===== config.mk =====
export PLATFORM = sky130hd
export DESIGN_NAME = clk_ena_prescaler_flat
export DESIGN_NICKNAME = d
export VERILOG_FILES = /design/src/rtl/clk_ena_prescaler_if.sv /design/src/rtl/clk_ena_prescaler.sv /design/src/flat_wrapper.sv
export SDC_FILE = /design/constraint.sdc
export NUM_CORES = 1
export LEC_CHECK = 0
export BUFFER_PORTS_ARGS = -buffer_cell sky130_fd_sc_hd__buf_4
export CAP_MARGIN = 20
export CORE_AREA = 10 10 51 68
export CTS_BUF_LIST = sky130_fd_sc_hd__clkbuf_16
export DETAILED_ROUTE_END_ITERATION = 10
export DIE_AREA = 0 0 61 78
export HOLD_SLACK_MARGIN = 0.03
export MAX_ROUTING_LAYER = met4
export PLACE_DENSITY = 0.59
export SYNTH_ARGS = -nofsm -noshare
export SYNTH_HDL_FRONTEND = slang
export SYNTH_SLANG_ARGS = --single-unit

===== constraint.sdc =====
create_clock -name clk -period 2.5 [get_ports clk]
set_clock_uncertainty 0.15 [all_clocks]
set_input_delay 0.375 -clock clk [delete_from_list [all_inputs] [get_ports clk]]
set_output_delay 0.375 -clock clk [all_outputs]
set_load 0.02 [all_outputs]

===== src/rtl/clk_ena_prescaler_if.sv =====
// Control/strobe bundle between the timer control block and clk_ena_prescaler.
// Master drives run/clr/src_sel/div_sel/ext_in; slave returns clk_ena/sel_act.
interface clk_ena_prescaler_if #(
  parameter int SEL_W = 4
);
  logic             run;
  logic             clr;
  logic [1:0]       src_sel;
  logic [SEL_W-1:0] div_sel;
  logic             ext_in;
  logic             clk_ena;
  logic [SEL_W-1:0] sel_act;

  modport master (
    output run,
    output clr,
    output src_sel,
    output div_sel,
    output ext_in,
    input  clk_ena,
    input  sel_act
  );

  modport slave (
    input  run,
    input  clr,
    input  src_sel,
    input  div_sel,
    input  ext_in,
    output clk_ena,
    output sel_act
  );
endinterface


===== src/rtl/clk_ena_prescaler.sv =====
// One-clk clk_ena strobe from a power-of-two prescaler or a synchronised ext edge.
// PRESCALER_SEL_SYNC_EN: div_sel only taken on period boundaries / clr / run=0.
module clk_ena_prescaler #(
  parameter int DIV_W = 8,
  parameter int SEL_W = 4
) (
  input logic                clk,
  input logic                rst_n,
  clk_ena_prescaler_if.slave bus
);

  localparam logic [SEL_W-1:0] SEL_MAX =
    SEL_W'(DIV_W);

  logic [DIV_W-1:0] cnt;
  logic [DIV_W-1:0] cnt_d;
  logic [DIV_W-1:0] mask;
  logic [SEL_W-1:0] sel_q;
  logic [SEL_W-1:0] sel_sat;
  logic [1:0]       src_q;
  logic             ena_q;
  logic             ena_d;
  logic             s1;
  logic             s2;
  logic             s3;
  logic             is_int;
  logic             hit;
  logic             ext_hit;
  logic             sel_load;

  assign bus.clk_ena = ena_q;
  assign bus.sel_act = sel_q;

  assign sel_sat =
    (32'(bus.div_sel) > 32'(DIV_W))
      ? SEL_MAX : bus.div_sel;

  assign is_int =
    (bus.src_sel == 2'b00) ||
    (bus.src_sel == 2'b11);

  // Low sel_q bits set; zero-width mask makes s=0 hit every cycle.
  always_comb begin
    mask = '0;
    for (int i = 0; i < DIV_W; i++) begin
      mask[i] = (32'(i) < 32'(sel_q));
    end
  end

  assign hit = ((cnt & mask) == mask);

  assign ext_hit =
    (bus.src_sel == 2'b01) ? (s2 & ~s3)
                           : (~s2 & s3);

  always_comb begin
    cnt_d = cnt;
    ena_d = 1'b0;
    unique case (1'b1)
      !is_int: begin
        cnt_d = '0;
        ena_d = bus.run & ~bus.clr & ext_hit;
      end
      is_int && bus.clr: begin
        cnt_d = '0;
      end
      is_int && !bus.clr && !bus.run: begin
        cnt_d = cnt;
      end
      default: begin
        cnt_d = cnt + DIV_W'(1);
        ena_d = hit;
      end
    endcase
`ifdef PRESCALER_SEL_SYNC_EN
    // New ratio starts a fresh period on the strobe edge.
    if (is_int && bus.run && !bus.clr &&
        hit && (sel_sat != sel_q)) begin
      cnt_d = '0;
    end
`endif
    if (bus.src_sel != src_q) begin
      cnt_d = '0;
    end
  end

`ifdef PRESCALER_SEL_SYNC_EN
  assign sel_load =
    bus.clr | ~bus.run | ena_d;
`else
  assign sel_load = 1'b1;
`endif

  always_ff @(posedge clk) begin
    if (!rst_n) begin
      cnt   <= '0;
      ena_q <= 1'b0;
      s1    <= 1'b0;
      s2    <= 1'b0;
      s3    <= 1'b0;
      sel_q <= '0;
      src_q <= 2'b00;
    end else begin
      cnt   <= cnt_d;
      ena_q <= ena_d;
      s1    <= bus.ext_in;
      s2    <= s1;
      s3    <= s2;
      src_q <= bus.src_sel;
      if (sel_load) begin
        sel_q <= sel_sat;
      end
    end
  end

endmodule

===== src/flat_wrapper.sv =====
// flat-port wrapper written by rule: the top's interface ports become plain ports
module clk_ena_prescaler_flat 
#(
  parameter int DIV_W = 8,
  parameter int SEL_W = 4
)
  (clk, rst_n, bus_run, bus_clr, bus_src_sel, bus_div_sel, bus_ext_in, bus_clk_ena, bus_sel_act);
  clk_ena_prescaler_if #(.SEL_W(SEL_W)) bus_i ();
  input logic clk;
  input logic rst_n;
  input wire logic [$bits(bus_i.run)-1:0] bus_run;
  input wire logic [$bits(bus_i.clr)-1:0] bus_clr;
  input wire logic [$bits(bus_i.src_sel)-1:0] bus_src_sel;
  input wire logic [$bits(bus_i.div_sel)-1:0] bus_div_sel;
  input wire logic [$bits(bus_i.ext_in)-1:0] bus_ext_in;
  output wire logic [$bits(bus_i.clk_ena)-1:0] bus_clk_ena;
  output wire logic [$bits(bus_i.sel_act)-1:0] bus_sel_act;
  assign bus_i.run = bus_run;
  assign bus_i.clr = bus_clr;
  assign bus_i.src_sel = bus_src_sel;
  assign bus_i.div_sel = bus_div_sel;
  assign bus_i.ext_in = bus_ext_in;
  assign bus_clk_ena = bus_i.clk_ena;
  assign bus_sel_act = bus_i.sel_act;
  clk_ena_prescaler #(.DIV_W(DIV_W), .SEL_W(SEL_W)) u_core (.clk(clk), .rst_n(rst_n), .bus(bus_i));
endmodule

After elaboration in Yosys (flattened, before gate mapping)
Cells that the tools add are included.

cells by class
  bitwise gates (word level) = 9
  add/sub/neg operators = 1
  equal/unequal tests = 4
  $lt $le $gt $ge = 9
  reductions and logical operators = 12
  multiplexer cells = 4

operators with widths
  cell                                                                          count
  3-bit by 4-bit less-than comparator with 1-bit output (first input constant)  4
  8-bit case mux with 2 select lines                                            1
  8-bit by 1-bit adder with 8-bit output (second input constant)                1
  8-bit bitwise AND                                                             1
  8-bit equality test                                                           1
  1-bit by 4-bit less-than comparator with 1-bit output (first input constant)  2
  2-bit by 4-bit less-than comparator with 1-bit output (first input constant)  2
  2-bit OR reduction                                                            4
  1-bit bitwise AND                                                             4
  4-bit > comparator (second input constant)                                    1
  4-bit two-way mux                                                             1
  1-bit inverter                                                                4
  1-bit logical AND                                                             3
  1-bit logical NOT                                                             3
  2-bit by 1-bit equality test with 1-bit output (second input constant)        1
  2-bit equality test (second input constant)                                   1
  2-bit logical NOT                                                             1
  2-bit inequality test                                                         1
  1-bit case mux with 2 select lines                                            1
  1-bit logical OR                                                              1
  1-bit two-way mux                                                             1

storage, ports and cells
  register bits = 18
  output and inout bits = 5

Logic depth before layout (Yosys ltp)
Gate-level depths: netlist of the first run.

  depth in word-level cells = 6
  depth in mapped cells = 6
  gate-level depth less buffers = 6

Worst setup path after synthesis of the first run
Ideal clock, no wire load.

  path kind = register to register
  start point = register u_core.sel_q[3] (netlist: u_core.bus.sel_act[3])
  end point = register u_core.ena_q (netlist: u_core.bus.clk_ena)
  slack = 0.909 ns
  arrival time = 1.383 ns
  buffers on the path = 0
  cell stages (with the launch flop) = 5
  data required time = 2.291 ns
  cell sequence = dfxtp_1 or3_1 o211a_1 nor4_1 o211a_1

on the way
  cells in the longest elaborated chain, start to end = 4
  elaborated cells on any way between the ends = 11
  those cells by class = 8 x order compare; 1 x eq/ne; 1 x mux; 1 x bitwise

ends and longest elaborated chain
  item                                                                                 line                      text
  start: declaration                                                                   clk_ena_prescaler.sv:18   logic [SEL_W-1:0] sel_q;
  start signal: assignment                                                             clk_ena_prescaler.sv:111  sel_q <= sel_sat;
  1-bit by 4-bit less-than comparator with 1-bit output, or another cell as far along  clk_ena_prescaler.sv:46   mask[i] = (32'(i) < 32'(sel_q));
  8-bit bitwise AND                                                                    clk_ena_prescaler.sv:50   assign hit = ((cnt & mask) == mask);
  8-bit equality test *                                                                clk_ena_prescaler.sv:50
  1-bit case mux with 2 select lines *                                                 clk_ena_prescaler.sv:59   unique case (1'b1)
  end signal: assignment                                                               clk_ena_prescaler.sv:105  ena_q <= ena_d;
  end: declaration                                                                     clk_ena_prescaler.sv:21   logic ena_q;

Every way passes the cells marked *; elsewhere a longest branch is shown, timed or not.
A chain may end at the register's enable or synchronous reset.

Final worst setup path of the first run
Ends and elaborated chain as after synthesis.

==> impl_metrics.tcl, run 1 <==
set metrics [dict create \
    grt_max_degree 10 \
    cts_resized 0 \
    final-setup-viol-count 0 \
    antennaDiodeCount 0 \
    p_comb_frac 0.075 \
    cts_hold_buf 0 \
    clkLatencyLatePin_ns 0.24 \
    root_buffer "clkbuf_16" \
    num_rows 21 \
    portBuffers 15 \
    path_clk_slew_ns 0.05 \
    netlist_top_cells_area "dfxtp_1 (48%), and2_1 (7.5%), xnor2_1 (5.8%), nor2_1 (4.5%), xor2_1 (3.5%)" \
    fin_tns_setup_ns 0 \
    cts_buffer_depth 2 \
    hold_violations 0 \
    overflow 0 \
    drv_cap 0 \
    dp_hpwl_mm 1.23 \
    cp-end-kind "register" \
    synth_edf_count 0 \
    grt_use_total 0.0698 \
    timing.slew.headroom 0.765 \
    worst_setup_path_start_kind "register" \
    avgRoutedWirePerCell_um 12.3 \
    htree_num_levels 1 \
    cp_cell_sequence "or3_1, o211a_1, nor4_1, o211a_1" \
    synth.avg_cell_area_um2 9.25 \
    r2r_cells 4 \
    routed_wl_mm 1.48 \
    slew_violations 0 \
    cp_data_required_time_ns 2.54 \
    grt_pass1_wl_mm 2.53 \
    synth_common_cells "dfxtp_1 (18), and2_1 (9), nor2_1 (9)" \
    p_per_area_nw_per_um2 680 \
    timing.fmax_mhz 627 \
    die-area_um2 4760 \
    crit_start "u_core.bus.sel_act[3]$_SDFF_PN0_" \
    power_switching_w 0.000120 \
    crit_family "simple AND/OR/NAND/NOR gates" \
    coreArea_um2 2310 \
    drtIter0Drc 3 \
    vias 612 \
    synth-seq-area-share 0.481 \
    worst_pin_slew_ns 0.351 \
    ant_nets 0 \
    ios 16 \
    synthesis.nets 94 \
    peakVddDrop_mv 0.383 \
    yosysTopAreaCellShare 0.481 \
    hold_end "u_core.bus.sel_act[2]$_SDFF_PP0_" \
    async_flop_share 0 \
    reg2reg_to "u_core.bus.clk_ena$_SDFF_PN0_" \
    drive_above_1_share 0.186 \
    period_share 0.638 \
    p_leak_nw 0.384 \
    syn2layout_area_growth_pct 27.9 \
    vias_per_cell 5.10 \
    die_h_um 78 \
    p_clk_frac 0.464 \
    antenna_found_initial 0 \
    netlist_instances 81 \
    p_int_w 0.000532 \
    fin_hold_ws_ns 0.182 \
    totalPowerFinal_w 0.000652 \
    start_util 0.324 \
    cts_buffers 3 \
    reg2reg_from "u_core.bus.sel_act[3]$_SDFF_PN0_" \
    cts_tree "done" \
    synth_ff_type "dfxtp_1" \
    drc_errors 0 \
    synth.most_common_cell "dfxtp_1" \
    clock-sinks 18 \
    critPathMaxStageDelay_ns 0.39 \
    fin_crit_ns 1.60 \
    yosys.area.top_type "dfxtp_1" \
    p_sw_frac 0.184 \
    num-nets-final 112 \
    first_pass_iters 4 \
    critPathSlowestCell "or3_1" \
    worstSetupPathType "reg2reg" \
    post_cts.repair.setup_buffers 0 \
    synth_cell_type_count 23 \
    fill_cells 229 \
    place_congestion 0.816 \
    seqPwrFrac 0.461 \
    reg2reg_slack_ns 0.90 \
    min_path_type "in2reg" \
    netlist_area_um2 749 \
    rsz0062_at_grt "false" \
    arrival_ns 1.63 \
    yosys_register_bits 18 \
    cp_max_fo 7 \
    yosys_warnings 0 \
    cp_num_buf_inv 0 \
    crit_top_cell "o211a_1" \
    die_x_um 61 \
    hp-start "bus_div_sel[2]" \
    status "completed" \
    holdPathStages 2 \
    grt_pass1_vias 632 \
]
## power groups by stage
stage               Sequential [W]  Combinational (W)  Clock [W]
CTS                       0.000300          0.0000497   0.000311
detailed placement        0.000306          0.0000492          0
floorplan                 0.000309          0.0000232          0
global placement          0.000306          0.0000484          0
finish                    0.000301          0.0000490   0.000302
global route              0.000301          0.0000552   0.000323
## metrics by stage
stage	area, um2	cells	setup slack (ns)	utilization
after floorplan	749	81	0.909	-
after global placement	883	117	0.933	0.382
after detailed placement	883	117	0.905	0.382
after CTS	958	120	0.902	0.415
after global routing	958	120	0.847	0.415
final	958	120	0.904	0.415
## cells in the final DEF, fill, tap and decap left out
cell type  count
dfxtp_1       18
buf_4         15
and2_1         9
nor2_1         9
nand2_1        6
xnor2_1        5
a21oi_1        4
nand4_1        4
xor2_1         3
clkbuf_16      3
or3_1          2
nand3_1        2
o211a_1        2
nor4_1         2
nor3_1         2
nor2b_1        2
ha_1           2
inv_1          1
o21bai_1       1
o2bb2ai_1      1
o221ai_1       1
nand3b_1       1
mux2i_1        1
o21ai_0        1
## cell families after synthesis
kind of cell	after synthesis	share of synthesized area
buf+inv	3	0.0150
flops	18	0.481
xor+xnor	8	0.0935
fa+ha+maj	2	0.0334
mux	1	0.0134
simple gates	39	0.270
compound gates	10	0.0935
## per-layer routing
metal | routed length, um | track usage | part of all wire
met1 | 662 | 0.0754 | 0.45
met2 | 706 | 0.105 | 0.48
met3 | 58 | 0.0163 | 0.039
met5 | 0 | - | 0
met4 | 47 | 0.0529 | 0.032
## worst register-to-register path, stage by stage (launching register included)
cell,delay [ns]
dfxtp_1,0.35
or3_1,0.39
o211a_1,0.21
nor4_1,0.26
o211a_1,0.18
## sequential cells by signal, summed over array words and instances, names as in the netlist
register            count
u_core.bus.clk_ena      1
u_core.bus.sel_act      4
u_core.cnt              8
u_core.s1               1
u_core.s2               1
u_core.s3               1
u_core.src_q            2
## worst max path at each step
stage | end | slack [ns] | cells past startpoint
after floorplan | u_core.bus.clk_ena$_SDFF_PN0_ | 0.91 | 4
after global placement | u_core.bus.clk_ena$_SDFF_PN0_ | 0.93 | 4
after detailed placement | u_core.bus.clk_ena$_SDFF_PN0_ | 0.90 | 4
after CTS | u_core.bus.clk_ena$_SDFF_PN0_ | 0.90 | 4
after global routing | u_core.bus.clk_ena$_SDFF_PN0_ | 0.85 | 4
final | u_core.bus.clk_ena$_SDFF_PN0_ | 0.90 | 4
## area by class of cell
class | count | area [um2] | share of cell area
tap | 23 | 28.8 | 0.0300
timing repair buffer | 15 | 113 | 0.117
multi-input combinational | 60 | 378 | 0.394
clock buffer | 3 | 75.1 | 0.0783
inverter | 1 | 3.75 | 0.00392
sequential | 18 | 360 | 0.376
No activity file was read; power rests on OpenSTA's default activity.
==> run 2: changes to the inputs <==
==> constraint.sdc (replaced) <==
create_clock -name clk -period 1.6 [get_ports clk]
set_clock_uncertainty 0.15 [all_clocks]
set_input_delay 0.24 -clock clk [delete_from_list [all_inputs] [get_ports clk]]
set_output_delay 0.24 -clock clk [all_outputs]
set_load 0.02 [all_outputs]
==> impl_metrics.tcl, run 2 (same netlist as run 1, synthesis figures left out) <==
set metrics [dict create \
    p_sw_frac 0.202 \
    power_switching_w 0.000212 \
    die-area_um2 4760 \
    regMostFlops "u_core.cnt" \
    portBuffers 15 \
    post_cts.repair.setup_buffers 0 \
    fin_ws_ns 0.0580 \
    cp_data_required_time_ns 1.65 \
    peakVddDrop_mv 0.664 \
    num_rows 21 \
    grt_pass1_wl_mm 2.95 \
    syn2layout_area_growth_pct 33.6 \
    htree_num_levels 1 \
    slew_violations 0 \
    critPathMaxStageDelay_ns 0.36 \
    p_leak_nw 0.407 \
    cts_buffers 3 \
    vias_per_cell 5.12 \
    p_int_w 0.000838 \
    p_comb_frac 0.084 \
    coreArea_um2 2310 \
    cp_num_buf_inv 0 \
    num-nets-final 116 \
    place_area_um2 913 \
    cp.depth 4 \
    met2_usage 0.130 \
    p_clk_frac 0.472 \
    largest_reg_flops 8 \
    worst_pin_slew_ns 0.378 \
    cp_max_fo 2 \
    avgRoutedWirePerCell_um 13.4 \
    fin_tns_setup_ns 0 \
    hp-start "bus_div_sel[0]" \
    grt_pass1_vias 714 \
    rsz0062_at_grt "false" \
    fin_crit_ns 1.54 \
    holdPathStages 2 \
    cp_cell_sequence "or3_1, o211a_1, nor4_2, o211a_1" \
    vias 635 \
    post-route-util 0.433 \
    crit_top_cell "o211a_1" \
    cts_hold_buf 0 \
    timing.fmax_mhz 648 \
    period_share 0.964 \
    drive_above_1_share 0.238 \
    min_path_type "in2reg" \
    worst_setup_path_start_kind "register" \
    cp-end-kind "register" \
    routed_wl_mm 1.66 \
    reg2reg_to "u_core.bus.clk_ena$_SDFF_PN0_" \
    first_pass_iters 2 \
    place_congestion 0.804 \
    final_cell_mix "buf_4 (19), dfxtp_1 (18), and2_1 (9), nor2_1 (9), nand2_1 (6)" \
    hold_violations 0 \
    antennaDiodeCount 0 \
    seqPwrFrac 0.444 \
    critPathSlowestCell "or3_1" \
    clkLatencyLatePin_ns 0.25 \
    grt_max_degree 10 \
    cts_resized 0 \
    die_h_um 78 \
    arrival_ns 1.59 \
    drtIter0Drc 16 \
    reg2reg_slack_ns 0.06 \
    reg2reg_from "u_core.bus.sel_act[3]$_SDFF_PN0_" \
    globalRouteMet1Util 0.0830 \
    die_x_um 61 \
    root_buffer "clkbuf_16" \
    gr-usage-met3 0.0244 \
    r2r_cells 4 \
    dpl_worst_slack_ns 0.0367 \
    cts_buffer_depth 2 \
    crit_family "simple AND/OR/NAND/NOR gates" \
    dp_hpwl_mm 1.25 \
    drv_cap 0 \
    worstSetupPathType "reg2reg" \
    fill_cells 240 \
    ant_nets 0 \
    antenna_found_initial 0 \
    drc_errors 0 \
    grt_use_total 0.0847 \
    final-setup-viol-count 0 \
    status "completed" \
    ios 16 \
    cts_tree "done" \
    timing.slew.headroom 0.747 \
    start_util 0.324 \
    hold_end "u_core.bus.sel_act[0]$_SDFF_PP0_" \
    overflow 0 \
    final_common_cell "buf_4" \
    stdcell_area_um2 1000 \
    clock-sinks 18 \
    p_per_area_nw_per_um2 1050 \
    path_clk_slew_ns 0.05 \
    busiest_layer "met2" \
]
==> run 2: power by group through the flow <==
stage | sequential (W) | combinational [W] | clock, W
floorplan | 0.000482 | 0.0000363 | 0
global placement | 0.000474 | 0.0000839 | 0
detailed placement | 0.000475 | 0.0000856 | 0
CTS | 0.000466 | 0.0000863 | 0.000504
global route | 0.000467 | 0.0000992 | 0.000520
finish | 0.000466 | 0.0000882 | 0.000496
==> run 2: worst register-to-register path, delay by kind of cell, from the launching register on <==
family / cells / cell delay, ns
compound gates: 2 / 0.41
flops: 1 / 0.30
simple gates: 2 / 0.63
==> run 2: area by class of cell <==
| cell class | count | area [um2] | area share |
|---|---|---|---|
| multi-input cells | 60 | 390 | 0.390 |
| flip-flops and latches | 18 | 360 | 0.360 |
| repair buffers | 19 | 143 | 0.143 |
| clock buffers | 3 | 75.1 | 0.0750 |
| well taps | 23 | 28.8 | 0.0287 |
| inverters | 1 | 3.75 | 0.00375 |
==> run 2: worst max path at each step <==
stage	start	endpoint	slack, ns
6_report	u_core.bus.sel_act[3]$_SDFF_PN0_	u_core.bus.clk_ena$_SDFF_PN0_	0.06
5_1_grt	u_core.bus.sel_act[3]$_SDFF_PN0_	u_core.bus.clk_ena$_SDFF_PN0_	0.007
4_1_cts	u_core.bus.sel_act[3]$_SDFF_PN0_	u_core.bus.clk_ena$_SDFF_PN0_	0.02
3_5_place_dp	u_core.bus.sel_act[3]$_SDFF_PN0_	u_core.bus.clk_ena$_SDFF_PN0_	0.04
3_3_place_gp	u_core.bus.sel_act[3]$_SDFF_PN0_	u_core.bus.clk_ena$_SDFF_PN0_	0.08
2_1_floorplan	u_core.bus.sel_act[3]$_SDFF_PN0_	u_core.bus.clk_ena$_SDFF_PN0_	0.009
==> run 2: through the flow <==
stage	instances	hold slack (ns)	total power (W)
final	124	0.0380	0.00105
after global routing	124	0.0487	0.00109
after CTS	124	0.0374	0.00106
after detailed placement	121	0.271	0.000560
after global placement	121	0.265	0.000558
after floorplan	81	0.212	0.000519
==> run 2: per-layer routing <==
metal  up-vias  part of all wire
li1        319                 -
met1       296              0.43
met3         4             0.034
met2        16              0.50
met4         0             0.034
met5         -                 0
==> run 3: changes to the inputs <==
--- a/config.mk
+++ b/config.mk
@@ -6,14 +6,13 @@
 export NUM_CORES = 1
 export LEC_CHECK = 0
 export BUFFER_PORTS_ARGS = -buffer_cell sky130_fd_sc_hd__buf_4
-export CAP_MARGIN = 20
-export CORE_AREA = 10 10 51 68
+export CORE_AREA = 10 10 50 52
 export CTS_BUF_LIST = sky130_fd_sc_hd__clkbuf_16
 export DETAILED_ROUTE_END_ITERATION = 10
-export DIE_AREA = 0 0 61 78
+export DIE_AREA = 0 0 60 62
 export HOLD_SLACK_MARGIN = 0.03
 export MAX_ROUTING_LAYER = met4
-export PLACE_DENSITY = 0.59
+export PLACE_DENSITY = 0.78
 export SYNTH_ARGS = -nofsm -noshare
 export SYNTH_HDL_FRONTEND = slang
 export SYNTH_SLANG_ARGS = --single-unit
==> impl_metrics.tcl, run 3 (same netlist as run 1, synthesis figures left out) <==
set metrics [dict create \
    syn2layout_area_growth_pct 32.7 \
    dpl_worst_slack_ns 0.0709 \
    met2_usage 0.137 \
    grt_pass1_wl_mm 2.55 \
    path_clk_slew_ns 0.05 \
    p_leak_nw 0.404 \
    cp_cell_sequence "buf_4, nor4_2, o2bb2ai_1, nor4_2, o211a_1" \
    timing.slew.headroom 0.747 \
    place_congestion 0.730 \
    dp_hpwl_mm 1.11 \
    first_pass_iters 4 \
    cp_max_fo 6 \
    antennaDiodeCount 0 \
    die_h_um 62 \
    arrival_ns 1.57 \
    die-area_um2 3720 \
    cts_tree "done" \
    portBuffers 15 \
    grt_max_degree 11 \
    post_cts.repair.setup_buffers 0 \
    multi_input_area_um2 395 \
    drive_above_1_share 0.238 \
    cp_num_buf_inv 1 \
    critPathMaxStageDelay_ns 0.30 \
    dp_cells 114 \
    fill_cells 126 \
    slew_violations 0 \
    largest_reg_flops 8 \
    totalPowerFinal_w 0.00105 \
    routed_wl_mm 1.62 \
    final-setup-viol-count 0 \
    cts_buffers 3 \
    num_rows 15 \
    status "completed" \
    drv_cap 0 \
    overflow 0 \
    root_buffer "clkbuf_16" \
    cp_data_required_time_ns 1.64 \
    fin_crit_ns 1.53 \
    ant_nets 0 \
    antenna_found_initial 0 \
    worst_pin_slew_ns 0.378 \
    fin_tns_setup_ns 0 \
    critPathSlowestCell "dfxtp_1" \
    ios 16 \
    grt_use_total 0.0939 \
    globalRouteMet1Util 0.111 \
    vias 637 \
    timing.fmax_mhz 654 \
    period_share 0.956 \
    vias_per_cell 5.40 \
    post-route-util 0.616 \
    cp-end-kind "register" \
    regArea_um2 360 \
    crit_top_cell "nor4_2" \
    busiest_layer "met2" \
    instances_no_fill 118 \
    drc_errors 0 \
    start_util 0.464 \
    gr-usage-met3 0.0285 \
    htree_num_levels 1 \
    num-nets-final 115 \
    cts_buffer_depth 2 \
    die_x_um 60 \
    p_per_area_nw_per_um2 1060 \
    worst_setup_path_start_kind "register" \
    clkLatencyLatePin_ns 0.25 \
    clock-sinks 18 \
    crit_family "simple AND/OR/NAND/NOR gates" \
    peakVddDrop_mv 0.673 \
    worstSetupPathType "reg2reg" \
    min_path_type "in2reg" \
    avgRoutedWirePerCell_um 13.8 \
    hold_violations 0 \
    drtIter0Drc 12 \
    regMostFlops "u_core.cnt" \
    grt_pass1_vias 616 \
    coreArea_um2 1610 \
    fin_ws_ns 0.0712 \
    final_cell_mix "buf_4 (18), dfxtp_1 (18), and2_1 (9), nor2_1 (9), nand2_1 (6)" \
]
==> run 3: cell count changes in the layout (fill, tap and decap cells not counted) <==
| cell | previous run | this run |
|---|---|---|
| buf_4 | 19 | 18 |
| clkinv_1 | 0 | 1 |
| nor3_1 | 2 | 1 |
| nor3_2 | 0 | 1 |
==> run 3: final timing paths <==
path	from	end	slack, ns	depth (start not counted)
max	u_core.bus.sel_act[3]$_SDFF_PN0_	u_core.bus.clk_ena$_SDFF_PN0_	0.07	5
min	bus_div_sel[0]	u_core.bus.sel_act[0]$_SDFF_PP0_	0.04	2
max reg2reg	u_core.bus.sel_act[3]$_SDFF_PN0_	u_core.bus.clk_ena$_SDFF_PN0_	0.07	5
min reg2reg	u_core.s1$_SDFF_PN0_	u_core.s2$_SDFF_PN0_	0.28	1
==> run 3: final cells by class <==
cell class | count | share of cell area
clock buffers | 3 | 0.0755
multi-input cells | 60 | 0.397
flip-flops and latches | 18 | 0.362
inverters | 1 | 0.00377
well taps | 17 | 0.0214
clock inverters | 1 | 0.00377
repair buffers | 18 | 0.136
==> run 3: per-stage QoR <==
stage | hold slack, ns | cell area [um2]
3_3_place_gp | 0.264 | 898
3_5_place_dp | 0.272 | 898
4_1_cts | 0.0407 | 977
2_1_floorplan | 0.212 | 749
5_1_grt | 0.0463 | 995
6_report | 0.0417 | 995
==> run 3: repair_timing <==
action / 4_1_cts / 5_1_grt
gates resized for setup: 0 / 3
endpoints found under the setup margin: 0 / 1
hold buffers: 0 / 0
==> run 3: report_power, final <==
part | internal, W | total [W] | leakage (nW) | switching (W)
Clock | 0.000332 | 0.000493 | 0.0385 | 0.000161
Combinational | 0.0000498 | 0.0000913 | 0.219 | 0.0000415
Sequential | 0.000460 | 0.000466 | 0.147 | 0.00000619
==> run 3: metal layers <==
layer	part of all wire	wire [um]
met1	0.45	737
met4	0.0074	12
met5	0	0
met3	0.067	108
met2	0.47	764
==> run 3: worst reg2reg max path, stage by stage, from the launching register on <==
cell       delay (ns)
dfxtp_1          0.30
buf_4            0.15
nor4_2           0.29
o2bb2ai_1        0.14
nor4_2           0.26
o211a_1          0.19
